--- config.mk ---
export PLATFORM = sky130hd
export DESIGN_NAME = ahb_master_arbiter
export DESIGN_NICKNAME = d
export VERILOG_FILES = /design/src/rtl/ahb_master_arbiter.sv
export SDC_FILE = /design/constraint.sdc
export NUM_CORES = 1
export LEC_CHECK = 0
export ABC_AREA = 1
export CAP_MARGIN = 20
export CORE_AREA = 2 2 138 140
export DETAILED_ROUTE_END_ITERATION = 12
export DIE_AREA = 0 0 140 142
export DONT_BUFFER_PORTS = 1
export PLACE_DENSITY = 0.3
export SYNTH_ARGS = -nofsm -noshare
export SYNTH_HDL_FRONTEND = slang
export SYNTH_SLANG_ARGS = --single-unit
--- constraint.sdc ---
create_clock -name HCLK -period 2.2 [get_ports HCLK]
set_input_delay 0.44 -clock HCLK [delete_from_list [all_inputs] [get_ports HCLK]]
set_output_delay 0.44 -clock HCLK [all_outputs]
set_load 0.01 [all_outputs]
--- src/rtl/ahb_master_arbiter.sv ---
// Two-master AHB arbiter: round-robin with bus parking, fixed-burst and lock
// protection, plus the shared address-phase and write-data multiplexers.
module ahb_master_arbiter #(
    parameter int unsigned AW             = 36,
    parameter int unsigned DW             = 64,
    parameter int unsigned DEFAULT_MASTER = 0
) (
    input  logic          HCLK,
    input  logic          SysRST,
    input  logic          HBUSREQ0,
    input  logic          HBUSREQ1,
    input  logic          HLOCK0,
    input  logic          HLOCK1,
    input  logic [AW-1:0] HADDR0,
    input  logic [AW-1:0] HADDR1,
    input  logic [1:0]    HTRANS0,
    input  logic [1:0]    HTRANS1,
    input  logic          HWRITE0,
    input  logic          HWRITE1,
    input  logic [2:0]    HSIZE0,
    input  logic [2:0]    HSIZE1,
    input  logic [2:0]    HBURST0,
    input  logic [2:0]    HBURST1,
    input  logic [3:0]    HPROT0,
    input  logic [3:0]    HPROT1,
    input  logic [DW-1:0] HWDATA0,
    input  logic [DW-1:0] HWDATA1,
    output logic          HGRANT0,
    output logic          HGRANT1,
    output logic [AW-1:0] HADDR,
    output logic [1:0]    HTRANS,
    output logic          HWRITE,
    output logic [2:0]    HSIZE,
    output logic [2:0]    HBURST,
    output logic [3:0]    HPROT,
    output logic [DW-1:0] HWDATA,
    output logic          HMASTLOCK,
    output logic          HMASTER,
    output logic          HMASTER_D,
    input  logic          HREADY,
    input  logic [1:0]    HRESP
);

    localparam int unsigned BW           = 5;
    localparam logic        DEF_M        = 1'(DEFAULT_MASTER);
    localparam logic [1:0]  TRANS_NONSEQ = 2'b10;
    localparam logic [1:0]  TRANS_SEQ    = 2'b11;
    localparam logic [1:0]  RESP_ERROR   = 2'b01;

    logic [1:0]    hgrant_q, hgrant_d;
    logic          aowner_q, aowner_d;
    logic          downer_q, downer_d;
    logic          mastlock_q, mastlock_d;
    logic [BW-1:0] beats_q, beats_d;
    logic          last_q, last_d;

    logic          gnt_idx;
    logic          lock_gnt;
    logic          rearb_ok;
    logic          win;

    // Remaining beats after a NONSEQ: INCR4/WRAP4, INCR8/WRAP8, INCR16/WRAP16
    function automatic logic [BW-1:0] burst_len(input logic [1:0] burst_hi);
        case (burst_hi)
            2'b01:   return BW'(3);
            2'b10:   return BW'(7);
            2'b11:   return BW'(15);
            default: return BW'(0);
        endcase
    endfunction

    assign gnt_idx  = hgrant_q[1];
    assign lock_gnt = gnt_idx ? HLOCK1 : HLOCK0;

    // Beat tracking and round-robin arbitration for the next HREADY=1 edge
    always_comb begin
        beats_d    = beats_q;
        last_d     = last_q;
        win        = gnt_idx;
        rearb_ok   = 1'b0;
        aowner_d   = gnt_idx;
        downer_d   = aowner_q;
        mastlock_d = lock_gnt;

        if (HTRANS == TRANS_NONSEQ) begin
            beats_d = burst_len(HBURST[2:1]);
        end else if (HTRANS == TRANS_SEQ && beats_q != '0) begin
            beats_d = beats_q - BW'(1);
        end

        rearb_ok = (beats_d == '0) && !lock_gnt;

        if (rearb_ok) begin
            if (HBUSREQ0 && HBUSREQ1) begin
                win    = ~last_q;
                last_d = ~last_q;
            end else if (HBUSREQ0) begin
                win    = 1'b0;
                last_d = 1'b0;
            end else if (HBUSREQ1) begin
                win    = 1'b1;
                last_d = 1'b1;
            end else begin
                win    = DEF_M;
            end
        end

        hgrant_d = {win, ~win};
    end

    // Wait states freeze everything except the ERROR burst cancel
    always_ff @(posedge HCLK) begin
        if (SysRST) begin
            hgrant_q   <= DEF_M ? 2'b10 : 2'b01;
            aowner_q   <= DEF_M;
            downer_q   <= DEF_M;
            mastlock_q <= 1'b0;
            beats_q    <= '0;
            last_q     <= DEF_M;
        end else if (HREADY) begin
            hgrant_q   <= hgrant_d;
            aowner_q   <= aowner_d;
            downer_q   <= downer_d;
            mastlock_q <= mastlock_d;
            beats_q    <= beats_d;
            last_q     <= last_d;
        end else if (HRESP == RESP_ERROR) begin
            beats_q    <= '0;
        end
    end

    assign HGRANT0   = hgrant_q[0];
    assign HGRANT1   = hgrant_q[1];
    assign HMASTER   = aowner_q;
    assign HMASTER_D = downer_q;
    assign HMASTLOCK = mastlock_q;

    // Shared bus muxes driven from the registered owners
    always_comb begin
        HADDR  = aowner_q ? HADDR1  : HADDR0;
        HTRANS = aowner_q ? HTRANS1 : HTRANS0;
        HWRITE = aowner_q ? HWRITE1 : HWRITE0;
        HSIZE  = aowner_q ? HSIZE1  : HSIZE0;
        HBURST = aowner_q ? HBURST1 : HBURST0;
        HPROT  = aowner_q ? HPROT1  : HPROT0;
        HWDATA = downer_q ? HWDATA1 : HWDATA0;
    end

endmodule

# --- After elaboration in Yosys (flattened, before gate mapping) ---
# Cells that the tools add are included.
op_classes:
  add_sub_neg: 1
  n_eq_ne: 6
  n_mux: 20
  bitwise: 2
  n_reduce_logical: 9
op_table:
  columns: ["cell", "n"]
  rows:
  - ["2-to-1 mux 64 bit", 1]
  - ["2-to-1 mux 36 bit", 1]
  - ["2-to-1 mux 5 bit", 4]
  - ["one-hot mux 4 bit (3 select lines)", 1]
  - ["2-to-1 mux 1 bit", 9]
  - ["equality test 2 bit (second input constant)", 4]
  - ["2-to-1 mux 3 bit", 2]
  - ["zero test 5 bit", 1]
  - ["nonzero test 5 bit", 1]
  - ["subtractor 5 x 1 -> 5 bit (second input constant)", 1]
  - ["equality test 2 x 1 -> 1 bit (second input constant)", 2]
  - ["2-to-1 mux 4 bit", 1]
  - ["logical AND 1 bit", 3]
  - ["AND reduction 3 bit", 1]
  - ["nonzero test 3 bit", 1]
  - ["2-to-1 mux 2 bit", 1]
  - ["inverter 1 bit", 2]
  - ["nonzero test 2 bit", 1]
  - ["zero test 1 bit", 1]
word_totals:
  reg_bits: 11
  in_bits: 235
  out_inout_bits: 118
  word_cells: 44

# --- Logic depth before layout (Yosys ltp) ---
# Gate-level depths: netlist (run 1).
depth:
  ltp_word: 9
  mapped_depth: 13
  depth_no_buf: 12

# --- Least setup slack after synthesis (run 1) ---
# OpenSTA, ideal clock, no wires.
synth_path:
  path_kind: "register to output"
  start: "register downer_q (netlist: HMASTER_D)"
  end: "output HWDATA[54]"
  arrival_time_ns: 1.420
  t_required_ns: 1.760
  slack_ns: 0.340
  path_stages_with_launch: 4
  n_path_buf: 2
  path_cell_list: "dfxtp_1 -> clkbuf_1 -> clkbuf_1 -> mux2_2"
synth_via:
  elab_chain_len: 1
synth_rtl:
  columns: ["item", "line", "text"]
  rows:
  - ["start: declaration", "52", "logic downer_q, downer_d;"]
  - ["start signal: assignment", "123", "downer_q <= downer_d;"]
  - ["2-to-1 mux 64 bit", "146", "HWDATA = downer_q ? HWDATA1 : HWDATA0;"]
  - ["end: declaration", "36", "output logic [DW-1:0] HWDATA,"]
# No other way between the ends.

# --- Final worst setup path (run 1) ---
layout_path:
  start: "register aowner_q (netlist: HMASTER)"
  end: "output HADDR[0]"
layout_via:
  elab_chain_len: 1
layout_rtl:
  columns: ["item", "line", "text"]
  rows:
  - ["start: declaration", "51", "logic aowner_q, aowner_d;"]
  - ["start signal: assignment", "122", "aowner_q <= aowner_d;"]
  - ["2-to-1 mux 36 bit", "140", "HADDR = aowner_q ? HADDR1 : HADDR0;"]
  - ["end: declaration", "30", "output logic [AW-1:0] HADDR,"]
# No other way between the ends.

==> results of run 1 <==
through the flow:
stage | cells | total power [mW] | hold WS, ns | setup WS (ns)
final | 567 | 1.087 | 0.2629 | 0.3028
after global routing | 566 | 1.158 | 0.2579 | 0.1636
after CTS | 566 | 1.101 | 0.2621 | 0.2969
after detailed placement | 562 | 0.7549 | 0.4484 | 0.4498
after global placement | 562 | 0.7578 | 0.4493 | 0.4765
after floorplan | 341 | 0.6636 | 0.4365 | 0.3399
layout by cell type (no fill, tap or decap), types with 2 or more instances in the layout:
cell and count:
a21boi_0 2, a21oi_1 12, buf_4 6, clkbuf_16 3, dfxtp_1 9, dfxtp_2 2
inv_1 13, inv_2 2, mux2_2 64, nand2_1 176, nand2_2 3, nand3_1 11
nand3_2 2, nand4_1 4, nor2_1 5, nor2_4 2, o21ai_0 3, o21ai_1 2
state kept, by name, indices dropped and copies added, names as in the netlist, named ones only:
name	cells
HMASTLOCK	1
HMASTER	1
HMASTER_D	1
beats_q	5
hgrant_q	1
last_q	1
routing by layer:
layer / track usage / share of wire / vias up
li1: - / - / 1081
met1: 0.1080 / 0.42 / 1022
met2: 0.1252 / 0.48 / 158
met3: 0.009421 / 0.080 / 10
met4: 0.01382 / 0.013 / 0
met5: 0 / 0 / -
cells by family (layout without fill, tap and decap cells):
group,Yosys count,in the layout,share of synthesized area
XOR/XNOR,1,1,0.004197
adder cells (fa/ha/maj),1,1,0.005994
AO/OA/AOI/OAI,21,21,0.05575
other,0,1,0
buffers and inverters,36,27,0.07375
multiplexers,65,65,0.3501
AND/OR/NAND/NOR,206,206,0.4047
flip-flops,11,11,0.1055
power breakdown:
part	total (mW)	internal, mW	leakage (nW)	switching, mW
clock	0.342	0.244	0.0382	0.0975
combinational	0.514	0.186	0.927	0.328
sequential	0.231	0.212	0.0906	0.0190
total	1.09	0.643	1.06	0.445
critical path: cells and delay by family (launching register included):
| family | cells | cell delay, ns |
|---|---|---|
| simple gates | 2 | 0.32 |
| buf+inv | 1 | 0.43 |
| flops | 1 | 0.44 |
path summary, 6_finish.rpt:
| path | startpoint | to | depth (start not counted) |
|---|---|---|---|
| max | HMASTER$_SDFFE_PP0P_ | HADDR[0] | 3 |
| min | SysRST | last_q$_SDFFE_PP0P_ | 1 |
| max reg2reg | beats_q[0]$_SDFFE_PP0P_ | flip-flop | 11 |
| min reg2reg | last_q$_SDFFE_PP0P_ | last_q$_SDFFE_PP0P_ | 2 |
area by class of cell:
type	count	area share
Antenna cell	1	0.001026
Clock buffer	4	0.03231
Inverter	16	0.02667
Multi-Input combinational cell	294	0.7021
Sequential cell	11	0.09128
Tap cell	234	0.1200
Timing Repair Buffer	7	0.02667
==> impl_metrics.ini, run 1 <==
[run_status]
status = finished, violations left
failed_checks = DRC

[floorplan]
die_h_um = 142
die_w_um = 140
dieArea_mm2 = 0.01988
start_util = 0.1131
ios = 353
rows = 50
core_area_mm2 = 0.01846

[clock_network]
numCtsBuffers = 3
cts.sinks = 11
cts_root_buffer = clkbuf_16
post_cts_buffers = 0
cts_hold_buf = 0
cts_htree_levels = 1
cts_tree = yes
post_cts_resized = 0
clk_latency_ns = 0.24
clk_path_buf_depth = 2
cts.clk_slew.worst_paths_ns = 0.05

[synthesis]
synth-seq-area-share = 0.1055
synth_edf_count = 0
yosys.cell_types.count = 28
syn-num-nets = 577
synthArstFlopShare = 0
synth_ff_type = dfxtp_1
syn_area_per_cell_um2 = 6.120
synth_common_cells = nand2_1, mux2_2, inv_1
synth.ff_latch_count = 11
synth_area_leader_cell = mux2_2
synthTopCellsByArea = mux2_2, nand2_1, dfxtp_1, a21oi_1, nand3_1
synth_top_area_frac = 0.3453
syn_area_mm2 = 0.002087
synth_warnings = 0
yosysMostFrequentCell = nand2_1
synthCells = 341

[sta]
slew_headroom = 0.6780
maxSlewViolCount = 0
tightest_slew_ns = 0.4830
setup_viol = 0
rsz0062_at_grt = no
setup_tns_ns = 0
finClkSkew_ns = 0.004337
fin_crit_sh = 0.8624
min_period_ns = 1.897
hold_viol = 0
max_freq_ghz = 0.5271

[routing]
drt_pass1_iterations = 8
wl_mm = 9.030
drt_iter0_drc = 125
drc_errors = 28
drtAntennaViolNets = 0
via_count = 2271
via_per_inst = 4.005
wl_per_cell_um = 15.93

[critical_path]
slowest_delay_ns = 0.44
path_max_fanout = 46
r2r_setup_slack_ns = 0.44
crit_chain = buf_4, nand2_1, nand2_1
cp-end-kind = output port
crit_type = reg2out
crit_required_ns = 1.76
crit_slowest_cell = dfxtp_2
crit_top_cell = nand2_1
arrival_ns = 1.46
start_kind = flip-flop

[cells_and_area]
regArea_um2 = 222.7
fill_cells = 2107
multi_input_area_mm2 = 0.001713
areaGrowthSynthToFinish_pct = 16.91
final_util = 0.1322
drive_above_1_share = 0.2681
final_nets = 569
stdcell_area_mm2 = 0.002440

[global_routing]
grt_max_degree = 66
grt.total_usage = 0.07612
grt_pass1_vias = 2002
overflow = 0
grt_pass1_wl_mm = 11.61
antenna_found_initial = 0

[placement]
place_hpwl_mm = 8.058
placed_area_mm2 = 0.002359
place.gp.congestion = 0.7648
port_buffers = 0

[pwr]
p_leak_nw = 1.056
vdd_drop_max_uv = 134.9
p_per_area_mw_per_mm2 = 445.6

[flow_run]
maxCapViolations = 0

[hold_path]
worstHoldPathType = in2reg
Power figures use the tool's default switching activity.
==> run 2, diff against run 1 <==
==> constraint.sdc (replaced) <==
create_clock -name HCLK -period 2.2 [get_ports HCLK]
set_input_delay 0.44 -clock HCLK [delete_from_list [all_inputs] [get_ports HCLK]]
set_output_delay 0.44 -clock HCLK [all_outputs]
set_load 0.05 [all_outputs]
==> run 2 against run 1 <==
Compared with the run above:
- the flow still finishes with violations (DRC)
- highest routed layer unchanged
- critical path type unchanged
- critical path depth is 1 higher
- combinational power is 110% higher
- worst hold slack better by 0.00052 ns
- final area is 5.2% higher
- largest cell class unchanged
- register-to-register slack worse by 0.08 ns
==> impl_metrics.ini, run 2 (synthesis results as in run 1) <==
[routing]
drtAntennaViolNets = 0
drt_iter0_drc = 114
wl_per_cell_um = 15.02
via_per_inst = 4.043
via_count = 2357
drt_pass1_iterations = 9
drc_errors = 15
wl_mm = 8.759

[sta]
slew_headroom = 0.5489
fin_crit_sh = 0.9276
maxSlewViolCount = 0
hold_viol = 0
finClkSkew_ns = 0.002041
min_period_ns = 2.041
rsz0062_at_grt = no
finalWorstSetupSlack_ns = 0.1592
max_freq_ghz = 0.4900
tightest_slew_ns = 0.6757
setup_viol = 0
setup_tns_ns = 0

[clock_network]
numCtsBuffers = 3
cts.clk_slew.worst_paths_ns = 0.04
cts_hold_buf = 0
cts_tree = yes
clk_latency_ns = 0.24
clk_path_buf_depth = 2
post_cts_buffers = 0
cts_htree_levels = 1
cts_root_buffer = clkbuf_16
post_cts_resized = 0
cts.sinks = 11

[placement]
place_hpwl_mm = 7.657
place.gp.congestion = 0.7874
pre_cts_ws_ns = 0.4202
port_buffers = 0
placed_area_mm2 = 0.002489

[global_routing]
overflow = 0
antenna_found_initial = 0
grt_pass1_wl_mm = 11.32
grt_pass1_vias = 2068
grt.total_usage = 0.07254
grt_max_degree = 67

[cells_and_area]
antennaDiodeCount = 0
final_common_cell = nand2_1
final_util = 0.1391
drive_above_1_share = 0.3037
regMostFlops = beats_q
final_cell_mix = nand2_1, mux2_2, buf_4
fill_cells = 2118
final_nets = 586
areaGrowthSynthToFinish_pct = 23.02
stdcell_area_mm2 = 0.002567
largest_register_ffs = 5

[floorplan]
die_h_um = 142
die_w_um = 140
ios = 353
core_area_mm2 = 0.01846
start_util = 0.1131
dieArea_mm2 = 0.01988
rows = 50

[run_status]
failed_checks = DRC
status = finished, violations left

[critical_path]
crit_chain = inv_6, buf_4, nand2_1, nand2_1
crit_required_ns = 1.76
slowest_delay_ns = 0.38
cp-end-kind = output port
crit_slowest_cell = nand2_1
path_max_fanout = 39
crit_type = reg2out
arrival_ns = 1.60
start_kind = flip-flop
crit_top_cell = nand2_1

[hold_path]
worstHoldPathType = in2reg

[pwr]
finalPower_mw = 1.673
vdd_drop_max_uv = 191.1
p_per_area_mw_per_mm2 = 651.6
p_leak_nw = 1.139

[flow_run]
maxCapViolations = 0
-- run 2: cell count changes in the layout (fill, tap and decap cells not counted), sizes merged --
| cell | before | now |
|---|---|---|
| buf | 7 | 24 |
| diode | 1 | 0 |
-- run 2: worst paths after layout --
check	from	to	slack [ns]	cells past startpoint
max	HMASTER$_SDFFE_PP0P_	HADDR[12]	0.16	4
min	SysRST	beats_q[4]$_SDFFE_PP0P_	0.26	1
max reg2reg	beats_q[0]$_SDFFE_PP0P_	flip-flop	0.36	11
min reg2reg	last_q$_SDFFE_PP0P_	last_q$_SDFFE_PP0P_	0.47	2
-- run 2: where the power goes --
group          switching (mW)  total (mW)  internal [mW]
sequential             0.0247       0.236          0.212
combinational           0.876        1.10          0.222
clock                  0.0940       0.338          0.244
-- run 2: stage by stage --
stage | hold slack (ns) | cells
2_1_floorplan | 0.4365 | 341
3_3_place_gp | 0.4659 | 579
3_5_place_dp | 0.4658 | 579
4_1_cts | 0.2633 | 583
5_1_grt | 0.2558 | 583
6_report | 0.2635 | 583
-- run 2: area by class of cell --
cell class                      instances  area, µm²  share of cell area
Multi-Input combinational cell        294       1713              0.6672
Tap cell                              234      292.8              0.1140
Sequential cell                        11      225.2             0.08772
Timing Repair Buffer                   24      192.7             0.07505
Clock buffer                            4      78.83             0.03070
Inverter                               16      65.06             0.02534
-- run 2: critical path, delay by kind of cell, from the launching register on --
| family | cells | cell delay (ns) |
|---|---|---|
| buffers and inverters | 2 | 0.48 |
| and+or+nand+nor | 2 | 0.50 |
| DFF | 1 | 0.37 |
-- run 2: routing by layer --
layer  vias up  wire length (µm)  global-route usage
met1      1080              3909              0.1020
met4         0               155             0.01382
met2       153              4104              0.1162
met5         -                 0                   0
li1       1113                 -                   -
met3        11               589             0.01413
